<file path="config.mk">
export PLATFORM = sky130hd
export DESIGN_NAME = io_bus_fabric
export DESIGN_NICKNAME = d
export VERILOG_FILES = /design/src/rtl/io_bus_pkg.sv /design/src/rtl/io_bus_read_fsm.sv /design/src/rtl/io_bus_fabric.sv
export SDC_FILE = /design/constraint.sdc
export NUM_CORES = 1
export LEC_CHECK = 0
export CAP_MARGIN = 15
export CORE_MARGIN = 4
export CORE_UTILIZATION = 40
export DETAILED_ROUTE_END_ITERATION = 7
export GPL_ROUTABILITY_DRIVEN = 0
export GPL_TIMING_DRIVEN = 0
export PLACE_DENSITY_LB_ADDON = 0.1
export SLEW_MARGIN = 20
export SYNTH_ARGS = -nofsm -noshare
export SYNTH_HDL_FRONTEND = slang
export SYNTH_SLANG_ARGS = --single-unit
</file>
<file path="constraint.sdc">
create_clock -name main_clk -period 3.71 [get_ports main_clk]
set_input_delay 0.371 -clock main_clk [delete_from_list [all_inputs] [get_ports main_clk]]
set_output_delay 0.371 -clock main_clk [all_outputs]
set_load 0.01 [all_outputs]
</file>
<file path="src/rtl/io_bus_pkg.sv">
// Shared types and helpers for the CPU-to-peripheral I/O fabric.
// Read FSM states, unmapped read value and channel/lane helpers.
package io_bus_pkg;

  typedef enum logic [1:0] {
    IDLE = 2'd0,
    WAIT = 2'd1,
    RESP = 2'd2
  } io_rd_state_t;

  localparam logic [15:0] IO_UNMAPPED_DATA = 16'hFFFF;

  function automatic logic [15:0] byte_lane(
    input logic [15:0] data,
    input logic        sel
  );
    return {8'h00, sel ? data[15:8] : data[7:0]};
  endfunction

  function automatic logic ch_mapped(
    input int ch,
    input int n_ch
  );
    return (ch >= 1) && (ch < n_ch);
  endfunction

endpackage

</file>
<file path="src/rtl/io_bus_read_fsm.sv">
// Handshaked read path: request, wait for ack or timeout, respond.
// Owns the timer, data capture and byte-lane response formatting.
module io_bus_read_fsm
  import io_bus_pkg::*;
#(
  parameter int N_CH        = 8,
  parameter int SEL_W       = 6,
  parameter int ADDR_W      = 16,
  parameter int TIMEOUT_CYC = 64
) (
  input  logic               clk,
  input  logic               rst_n,
  input  logic               req,
  input  logic [SEL_W-1:0]   sel,
  input  logic               byte_op,
  input  logic               lane_sel,
  input  logic [ADDR_W-1:0]  addr,
  input  logic [N_CH-1:0]    ack,
  input  logic [16*N_CH-1:0] data_in,
  output logic [15:0]        data_out,
  output logic               valid,
  output logic               busy,
  output logic               err,
  output logic [N_CH-1:0]    rd_req,
  output logic [ADDR_W-1:0]  rd_addr
);

  localparam int CH_W = $clog2(N_CH);
  localparam int TM_W = $clog2(TIMEOUT_CYC);
  localparam logic [TM_W-1:0] TM_LAST =
    TM_W'(TIMEOUT_CYC - 1);

  io_rd_state_t state, state_n;

  logic [TM_W-1:0] timer;
  logic [CH_W-1:0] ch_q;
  logic            byte_q;
  logic            lane_q;

  logic            mapped;
  logic            accept;
  logic            load;
  logic            set_err;
  logic [15:0]     raw;
  logic            fmt_byte;
  logic            fmt_lane;
  logic [15:0]     fmt;

  logic [15:0] lane_data [N_CH];

  for (genvar c = 0; c < N_CH; c++) begin : g_lane
    assign lane_data[c] = data_in[16*c +: 16];
  end

  assign mapped = ch_mapped(int'(sel), N_CH);
  assign valid  = (state == RESP);
  assign busy   = (state != IDLE);

  // Unmapped reads respond straight from IDLE, so format with live flags.
  assign fmt_byte = (state == IDLE) ? byte_op  : byte_q;
  assign fmt_lane = (state == IDLE) ? lane_sel : lane_q;
  assign fmt = fmt_byte ? byte_lane(raw, fmt_lane) : raw;

  always_comb begin
    state_n = state;
    accept  = 1'b0;
    load    = 1'b0;
    set_err = 1'b0;
    raw     = IO_UNMAPPED_DATA;
    unique case (state)
      IDLE: begin
        if (req) begin
          accept  = 1'b1;
          load    = !mapped;
          state_n = mapped ? WAIT : RESP;
        end
      end
      WAIT: begin
        if (ack[ch_q]) begin
          load    = 1'b1;
          raw     = lane_data[ch_q];
          state_n = RESP;
        end else if (timer == TM_LAST) begin
          load    = 1'b1;
          set_err = 1'b1;
          state_n = RESP;
        end
      end
      RESP:    state_n = IDLE;
      default: state_n = IDLE;
    endcase
  end

  always_ff @(posedge clk) begin
    if (!rst_n) begin
      state    <= IDLE;
      timer    <= '0;
      ch_q     <= '0;
      byte_q   <= 1'b0;
      lane_q   <= 1'b0;
      rd_addr  <= '0;
      rd_req   <= '0;
      data_out <= '0;
      err      <= 1'b0;
    end else begin
      state  <= state_n;
      rd_req <= '0;
      if (accept) begin
        ch_q    <= sel[CH_W-1:0];
        byte_q  <= byte_op;
        lane_q  <= lane_sel;
        rd_addr <= addr;
        timer   <= '0;
        err     <= 1'b0;
        if (mapped) begin
          rd_req <= N_CH'(1) << sel;
        end
      end else if (state == WAIT) begin
        timer <= timer + 1'b1;
      end
      if (load) begin
        data_out <= fmt;
      end
      if (set_err) begin
        err <= 1'b1;
      end
    end
  end

endmodule

</file>
<file path="src/rtl/io_bus_fabric.sv">
// CPU I/O port to N_CH peripheral channels: posted writes with
// byte enables plus a handshaked, timeout-guarded read path.
module io_bus_fabric
  import io_bus_pkg::*;
#(
  parameter int N_CH        = 8,
  parameter int SEL_LSB     = 26,
  parameter int SEL_W       = 6,
  parameter int ADDR_W      = 16,
  parameter int TIMEOUT_CYC = 64
) (
  input  logic               main_clk,
  input  logic               main_rst_n,
  input  logic [31:0]        address_out_io,
  input  logic [15:0]        data_in_io,
  input  logic [1:0]         control_out_io,
  input  logic               io_read_req,
  output logic [15:0]        data_out_io,
  output logic               io_read_valid,
  output logic               io_busy,
  output logic               err_timeout,
  output logic [N_CH-1:0]    wr_en,
  output logic [ADDR_W-1:0]  wr_addr,
  output logic [15:0]        wr_data,
  output logic [1:0]         wr_be,
  output logic [N_CH-1:0]    rd_req,
  output logic [ADDR_W-1:0]  rd_addr,
  input  logic [N_CH-1:0]    rd_ack,
  input  logic [16*N_CH-1:0] rd_data
);

  logic [SEL_W-1:0] ch;
  logic             wr_hit;
  logic             unused_addr;

  assign ch     = address_out_io[SEL_LSB +: SEL_W];
  assign wr_hit = control_out_io[1] && ch_mapped(int'(ch), N_CH);

  // Address bits between the word address and the select field are don't-care.
  assign unused_addr = ^address_out_io;

  always_ff @(posedge main_clk) begin
    if (!main_rst_n) begin
      wr_en   <= '0;
      wr_addr <= '0;
      wr_data <= '0;
      wr_be   <= '0;
    end else begin
      wr_en <= '0;
      if (wr_hit) begin
        wr_en   <= N_CH'(1) << ch;
        wr_addr <= address_out_io[ADDR_W:1];
        if (control_out_io[0]) begin
          wr_data <= {2{data_in_io[7:0]}};
          wr_be   <= address_out_io[0] ? 2'b10 : 2'b01;
        end else begin
          wr_data <= data_in_io;
          wr_be   <= 2'b11;
        end
      end
    end
  end

  io_bus_read_fsm #(
    .N_CH        (N_CH),
    .SEL_W       (SEL_W),
    .ADDR_W      (ADDR_W),
    .TIMEOUT_CYC (TIMEOUT_CYC)
  ) u_rd (
    .clk      (main_clk),
    .rst_n    (main_rst_n),
    .req      (io_read_req),
    .sel      (ch),
    .byte_op  (control_out_io[0]),
    .lane_sel (address_out_io[0]),
    .addr     (address_out_io[ADDR_W:1]),
    .ack      (rd_ack),
    .data_in  (rd_data),
    .data_out (data_out_io),
    .valid    (io_read_valid),
    .busy     (io_busy),
    .err      (err_timeout),
    .rd_req   (rd_req),
    .rd_addr  (rd_addr)
  );

endmodule

</file>
==> results of run 1 <==
## cell families after synthesis
logic type / synth area share
simple gates: 0.112
buf+inv: 0.0461
xor+xnor: 0.00755
other cells: 0.000808
mux: 0.263
fa+ha+maj: 0.00270
flops: 0.414
compound gates: 0.153
## critical path, cell delays in order
cell             delay [ns]
clkdlybuf4s50_1        0.61
nor3_1                 0.12
nor4_1                 0.50
and2_1                 0.21
buf_2                  0.22
buf_2                  0.27
nand2_1                0.09
a21boi_0               0.21
## layer usage
layer  track usage  part of all wire  vias to the layer above
met1         0.285              0.40                     2165
met3        0.0637             0.082                       17
met2         0.424              0.50                      179
met5             0                 0                        -
met4        0.0735             0.016                        0
li1              -                 -                     2102
## cells in the final DEF (no fill, tap or decap), types with 2 or more instances in the layout
master / Yosys / layout
clkbuf_1: 13 / 13
clkdlybuf4s50_1: 0 / 264
mux4_2: 18 / 18
inv_6: 0 / 2
nand4_1: 3 / 3
a22o_1: 21 / 21
buf_6: 4 / 4
clkbuf_16: 0 / 9
mux2i_1: 10 / 10
nand3_1: 3 / 3
nand4b_1: 2 / 2
nor2_1: 25 / 25
mux4_1: 16 / 16
o221a_1: 8 / 8
nor4_1: 3 / 3
mux2_2: 24 / 24
nand3b_1: 2 / 2
a21boi_0: 24 / 24
inv_1: 3 / 3
dfxtp_1: 96 / 96
conb_1: 1 / 2
o21ai_1: 2 / 2
nand2_1: 74 / 74
buf_2: 8 / 8
xor2_1: 3 / 3
inv_8: 0 / 2
o21ai_0: 9 / 9
o211a_1: 9 / 9
o22ai_1: 8 / 8
## layout make-up
| cell class | instances | area share |
|---|---|---|
| tap | 143 | 0.0231 |
| clock inverter | 7 | 0.00791 |
| timing repair buffer | 264 | 0.341 |
| buffer | 31 | 0.0262 |
| clock buffer | 9 | 0.0291 |
| inverter | 3 | 0.00145 |
| sequential | 96 | 0.248 |
| multi-input combinational | 285 | 0.323 |
## state kept, by name, summed over array words and instances, names as in the netlist
signal	cells
u_rd.data_out	16
wr_be	2
wr_addr	16
u_rd.state	2
u_rd.rd_addr	16
wr_en	8
u_rd.lane_q	1
u_rd.rd_req	8
u_rd.err	1
u_rd.byte_q	1
wr_data	16
u_rd.timer	6
u_rd.ch_q	3
## power by group through the flow
stage               registers, mW  clock network (mW)  logic, mW
floorplan                    1.14                   0      0.243
global placement             1.12                   0      0.594
detailed placement           1.12                   0      0.604
CTS                          1.10               0.918      0.606
global route                 1.10               0.969      0.641
finish                       1.10               0.906      0.602
## worst paths after layout
| check | end | slack [ns] | depth (start not counted) |
|---|---|---|---|
| worst min register to register | wr_addr[2] | 0.47 | 2 |
| worst max register to register | u_rd.data_out[2] | 1.41 | 6 |
| worst min-delay path | wr_addr[2] | 0.47 | 2 |
| worst max-delay path | wr_data[1] | 1.35 | 8 |
==> flow_summary_export.csv, run 1 <==
group,metric,value,unit
status,run_status,"finished, final reports clean",
clock_network,numClockSinks,96,
pwr,comb_power_share,0.231,
pwr,p_clk_frac,0.348,
clock_network,postCtsHoldBufs,0,
route,initialDrtViolationCount,147,
placement,dp.final_hpwl,13.2,mm
clock_network,cts_setup_buffers,0,
route,routed_wirelength,16.5,mm
clock_network,clk_latency,0.35,ns
global_route,grt_start_max_net_pins,19,
route,drcViolationCount,0,
timing,timing.final.ws_setup,1.35,ns
placement,place_area,7460,um2
global_route,grt_pass1_wl,24.8,mm
worst_setup_path,crit_required,3.96,ns
die,fp.coreArea,11400,um2
route,vias_per_cell,5.33,
global_route,grt_usage,0.239,
synth,ys_ff_latch,96,
final_layout,utilization,0.682,
synth,yosys-top-cells-count,"96 x dfxtp_1, 74 x nand2_1, 25 x nor2_1",
final_layout,fillers,903,
worst_setup_path,end_kind,"flop",
synth,avgSynthCellArea,11.2,um2
route,first_pass_iters,4,
timing,hold_viol,0,
synth,async_flop_share,0,
synth,synth_warnings,0,
timing,tns,0,ns
pwr,pwr-share-seq,0.421,
final_layout,seq_area,1920,um2
clock_network,cts_root_buf,"clkbuf_16",
worst_setup_path,path_max_fanout,10,
die,die_width,116,um
synth,netlist_area,4640,um2
synth,synth_enable_flop_cells,0,
pwr,p_sw,0.676,mW
worst_setup_path,start_kind,"primary input",
timing,post-route-period-util,0.637,
clock_network,cts_buffer_depth,2,
clock_network,cts_resized,0,
worst_setup_path,arrival,2.61,ns
pwr,switching_share,0.259,
timing,finalSetupViolCount,0,
synth,synthCells,414,
timing,rsz0062_at_grt,"false",
pwr,p_int,1.93,mW
synth,synth_area_leaders,"dfxtp_1 41%, mux4_1 9.1%, mux4_2 8.7%",
min_path,min_from,"wr_addr[2]",
final_layout,area_growth,67.1,%
timing,slew_headroom,0.451,
placement,pre_cts_slack,1.03,ns
synth,yosysSeqAreaShare,0.414,
synth,synth_top_area_frac,0.414,
placement,portBuffers,264,
run,cap_violations,0,
placement,dp_cells,822,
route,ant_nets,0,
timing,max_freq,0.423,GHz
worst_setup_path,path_class,"primary input to flop",
route,num_vias,4463,
synth,synth-main-ff-cell,"dfxtp_1",
worst_setup_path,cp-startpoint,"address_out_io[26]",
pwr,p_leak,2.89,nW
final_layout,n_antenna_cell,0,
clock_network,cts_tree,"yes",
die,pin_count,274,
synth,synth.distinct_cells,50,
global_route,grt_overflow,0,
worst_setup_path,reg2reg_from,"u_rd.ch_q[1]",
min_path,min_path_type,"flop to flop",
timing,drv_slew,0,
pwr,p_total,2.60,mW
die,row_count,39,
clock_network,h-tree-depth,3,
global_route,antenna_found_initial,0,
final_layout,drive_gt1_frac,0.114,
final_layout,instances_no_fill,838,
clock_network,cts_buffers,9,
final_layout,multi_input_area,2510,um2
pwr,ir_drop,0.244,mV
final_layout,postLayoutCellArea,7750,um2
pwr,power.density,336,nW/um2
die,start_util,0.408,
timing,min_period,2.36,ns
final_layout,layout.nets,880,
clock_network,path_clk_slew,0.08,ns
timing,tightest_slew,0.819,ns
timing,hold_ws,0.469,ns
global_route,grt_pass1_vias,4625,
synth,yosysTopAreaCell,"dfxtp_1",
route,detail_route.wl_per_cell,19.6,um
die,die_area,13400,um2
synth,yosysMostFrequentCell,"dfxtp_1",
timing,clock-skew-final,0.0113,ns
die,die_h,116,um
No activity file was read; power rests on OpenSTA's default activity.
==> inputs of run 2 (changes only) <==
Settings changed: CORE_UTILIZATION 40 to 38.
Clock period 3.71 ns to 2.45 ns, I/O delays scaled along.
==> run 2 against run 1 <==
  * Cell area up 0.31%
  * Critical path type is now flop to flop
  * Sequential power up 51%
  * Routed wire length shrank 2.4%
  * Die area grew 4.9%
==> flow_summary_export.csv, run 2 (synthesis results as in run 1) <==
group,metric,value,unit
die,row_count,40,
timing,drv_slew,0,
clock_network,path_clk_slew,0.07,ns
global_route,grt_usage,0.222,
route,vias_per_cell,5.20,
route,met1_length,6.50,mm
route,drcViolationCount,0,
timing,post-route-period-util,0.924,
worst_setup_path,path_class,"flop to flop",
placement,dp.final_hpwl,13.1,mm
route,routed_wirelength,16.1,mm
timing,slew_headroom,0.447,
route,num_vias,4379,
final_layout,utilization,0.650,
placement,portBuffers,264,
timing,clock-skew-final,0.00764,ns
timing,min_period,2.26,ns
route,wl_met2,8.20,mm
clock_network,cts_resized,0,
pwr,p_leak,2.89,nW
timing,max_freq,0.442,GHz
run,cap_violations,0,
timing,rsz0062_at_grt,"false",
die,pin_count,274,
worst_setup_path,path_max_fanout,10,
final_layout,layout_commonest_cell,"clkdlybuf4s50_1",
clock_network,cts_setup_buffers,0,
worst_setup_path,cp_slowest_stage_delay,0.50,ns
global_route,grt_pass1_vias,4593,
global_route,antenna_found_initial,0,
pwr,power.density,515,nW/um2
route,first_pass_iters,4,
worst_setup_path,arrival,2.49,ns
clock_network,h-tree-depth,3,
final_layout,drive_gt1_frac,0.112,
die,die_h,118,um
clock_network,clk_latency,0.34,ns
worst_setup_path,crit_required,2.68,ns
timing,finalSetupViolCount,0,
route,ant_nets,0,
die,start_util,0.388,
worst_setup_path,start_kind,"flop",
clock_network,postCtsHoldBufs,0,
worst_setup_path,cpMostUsedCell,"mux2_2",
timing,hold_viol,0,
final_layout,area_growth,67.6,%
die,fp.coreArea,12000,um2
route,wl_met3,1.14,mm
timing,tns,0,ns
route,initialDrtViolationCount,103,
clock_network,cts_root_buf,"clkbuf_16",
route,topRoutingLayerUsed,"met4",
status,run_status,"finished, final reports clean",
pwr,ir_drop,0.373,mV
clock_network,cts_buffer_depth,2,
timing,tightest_slew,0.825,ns
clock_network,numClockSinks,96,
clock_network,cts_tree,"yes",
worst_setup_path,crit_chain,"clkbuf_4 > clkbuf_1 > mux4_2 > mux2_2 > mux2_2 > o221a_1",
route,detail_route.wl_per_cell,19.1,um
clock_network,cts_buffers,9,
worst_setup_path,end_kind,"flop",
final_layout,final_cell_mix,"264 x clkdlybuf4s50_1, 96 x dfxtp_1, 74 x nand2_1",
global_route,grt_start_max_net_pins,18,
min_path,min_path_type,"flop to flop",
final_layout,layout.nets,880,
die,die_width,118,um
die,die_area,14000,um2
global_route,grt_overflow,0,
final_layout,n_antenna_cell,0,
worst_setup_path,cp_slowest_cell,"clkbuf_1",
global_route,grt_pass1_wl,24.9,mm
[run 2: cell types whose count changed in the layout (fill, tap and decap cells not counted)]
cell and delta:
inv_6 -2, bufinv_16 +1, clkbuf_1 +1, clkinv_2 -1
clkinvlp_4 +1
[run 2: per-layer routing]
| metal | global-route usage | vias up |
|---|---|---|
| li1 | - | 2106 |
| met1 | 0.255 | 2085 |
| met2 | 0.402 | 170 |
| met3 | 0.0656 | 18 |
| met4 | 0.0587 | 0 |
| met5 | 0 | - |
[run 2: final cells by class]
| class | instances | area [um2] |
|---|---|---|
| buffer | 31 | 203 |
| clock buffer | 10 | 229 |
| clock inverter | 6 | 76.3 |
| fill | 968 | 4190 |
| inverter | 3 | 11.3 |
| multi-input combinational | 285 | 2510 |
| sequential | 96 | 1920 |
| tap | 147 | 184 |
| timing repair buffer | 264 | 2640 |
[run 2: stage by stage]
| step | setup WS [ns] | power (mW) | hold slack, ns | std cells | area, um2 |
|---|---|---|---|---|---|
| after detailed placement | 0.0381 | 2.61 | 0.458 | 826 | 7470 |
| after global routing | 0.0661 | 4.16 | 0.489 | 842 | 7770 |
| after global placement | 0.00790 | 2.60 | 0.444 | 826 | 7470 |
| after floorplan | 0.497 | 2.09 | 0.321 | 415 | 4640 |
| after CTS | 0.160 | 4.05 | 0.467 | 842 | 7770 |
| final | 0.186 | 4.00 | 0.464 | 842 | 7770 |
[run 2: worst paths after layout]
| path | from | end | slack [ns] | cells after the start |
|---|---|---|---|---|
| worst max-delay path | u_rd.ch_q[1] | u_rd.data_out[4] | 0.19 | 6 |
| worst min-delay path | wr_addr[7] | wr_addr[7] | 0.46 | 2 |
| worst min register to register | wr_addr[7] | wr_addr[7] | 0.46 | 2 |
| worst max register to register | u_rd.ch_q[1] | u_rd.data_out[4] | 0.19 | 6 |
[run 2: critical path: cells and delay by family, from the launching register on]
family	cells	cell delay, ns
muxes	3	0.94
AOI/OAI and AO/OA	1	0.20
buffers and inverters	2	0.70
DFF	1	0.31
[run 2: power by group]
part | internal, mW | switching, mW
logic | 0.586 | 0.323
clock network | 0.808 | 0.622
registers | 1.63 | 0.0379
total | 3.02 | 0.983
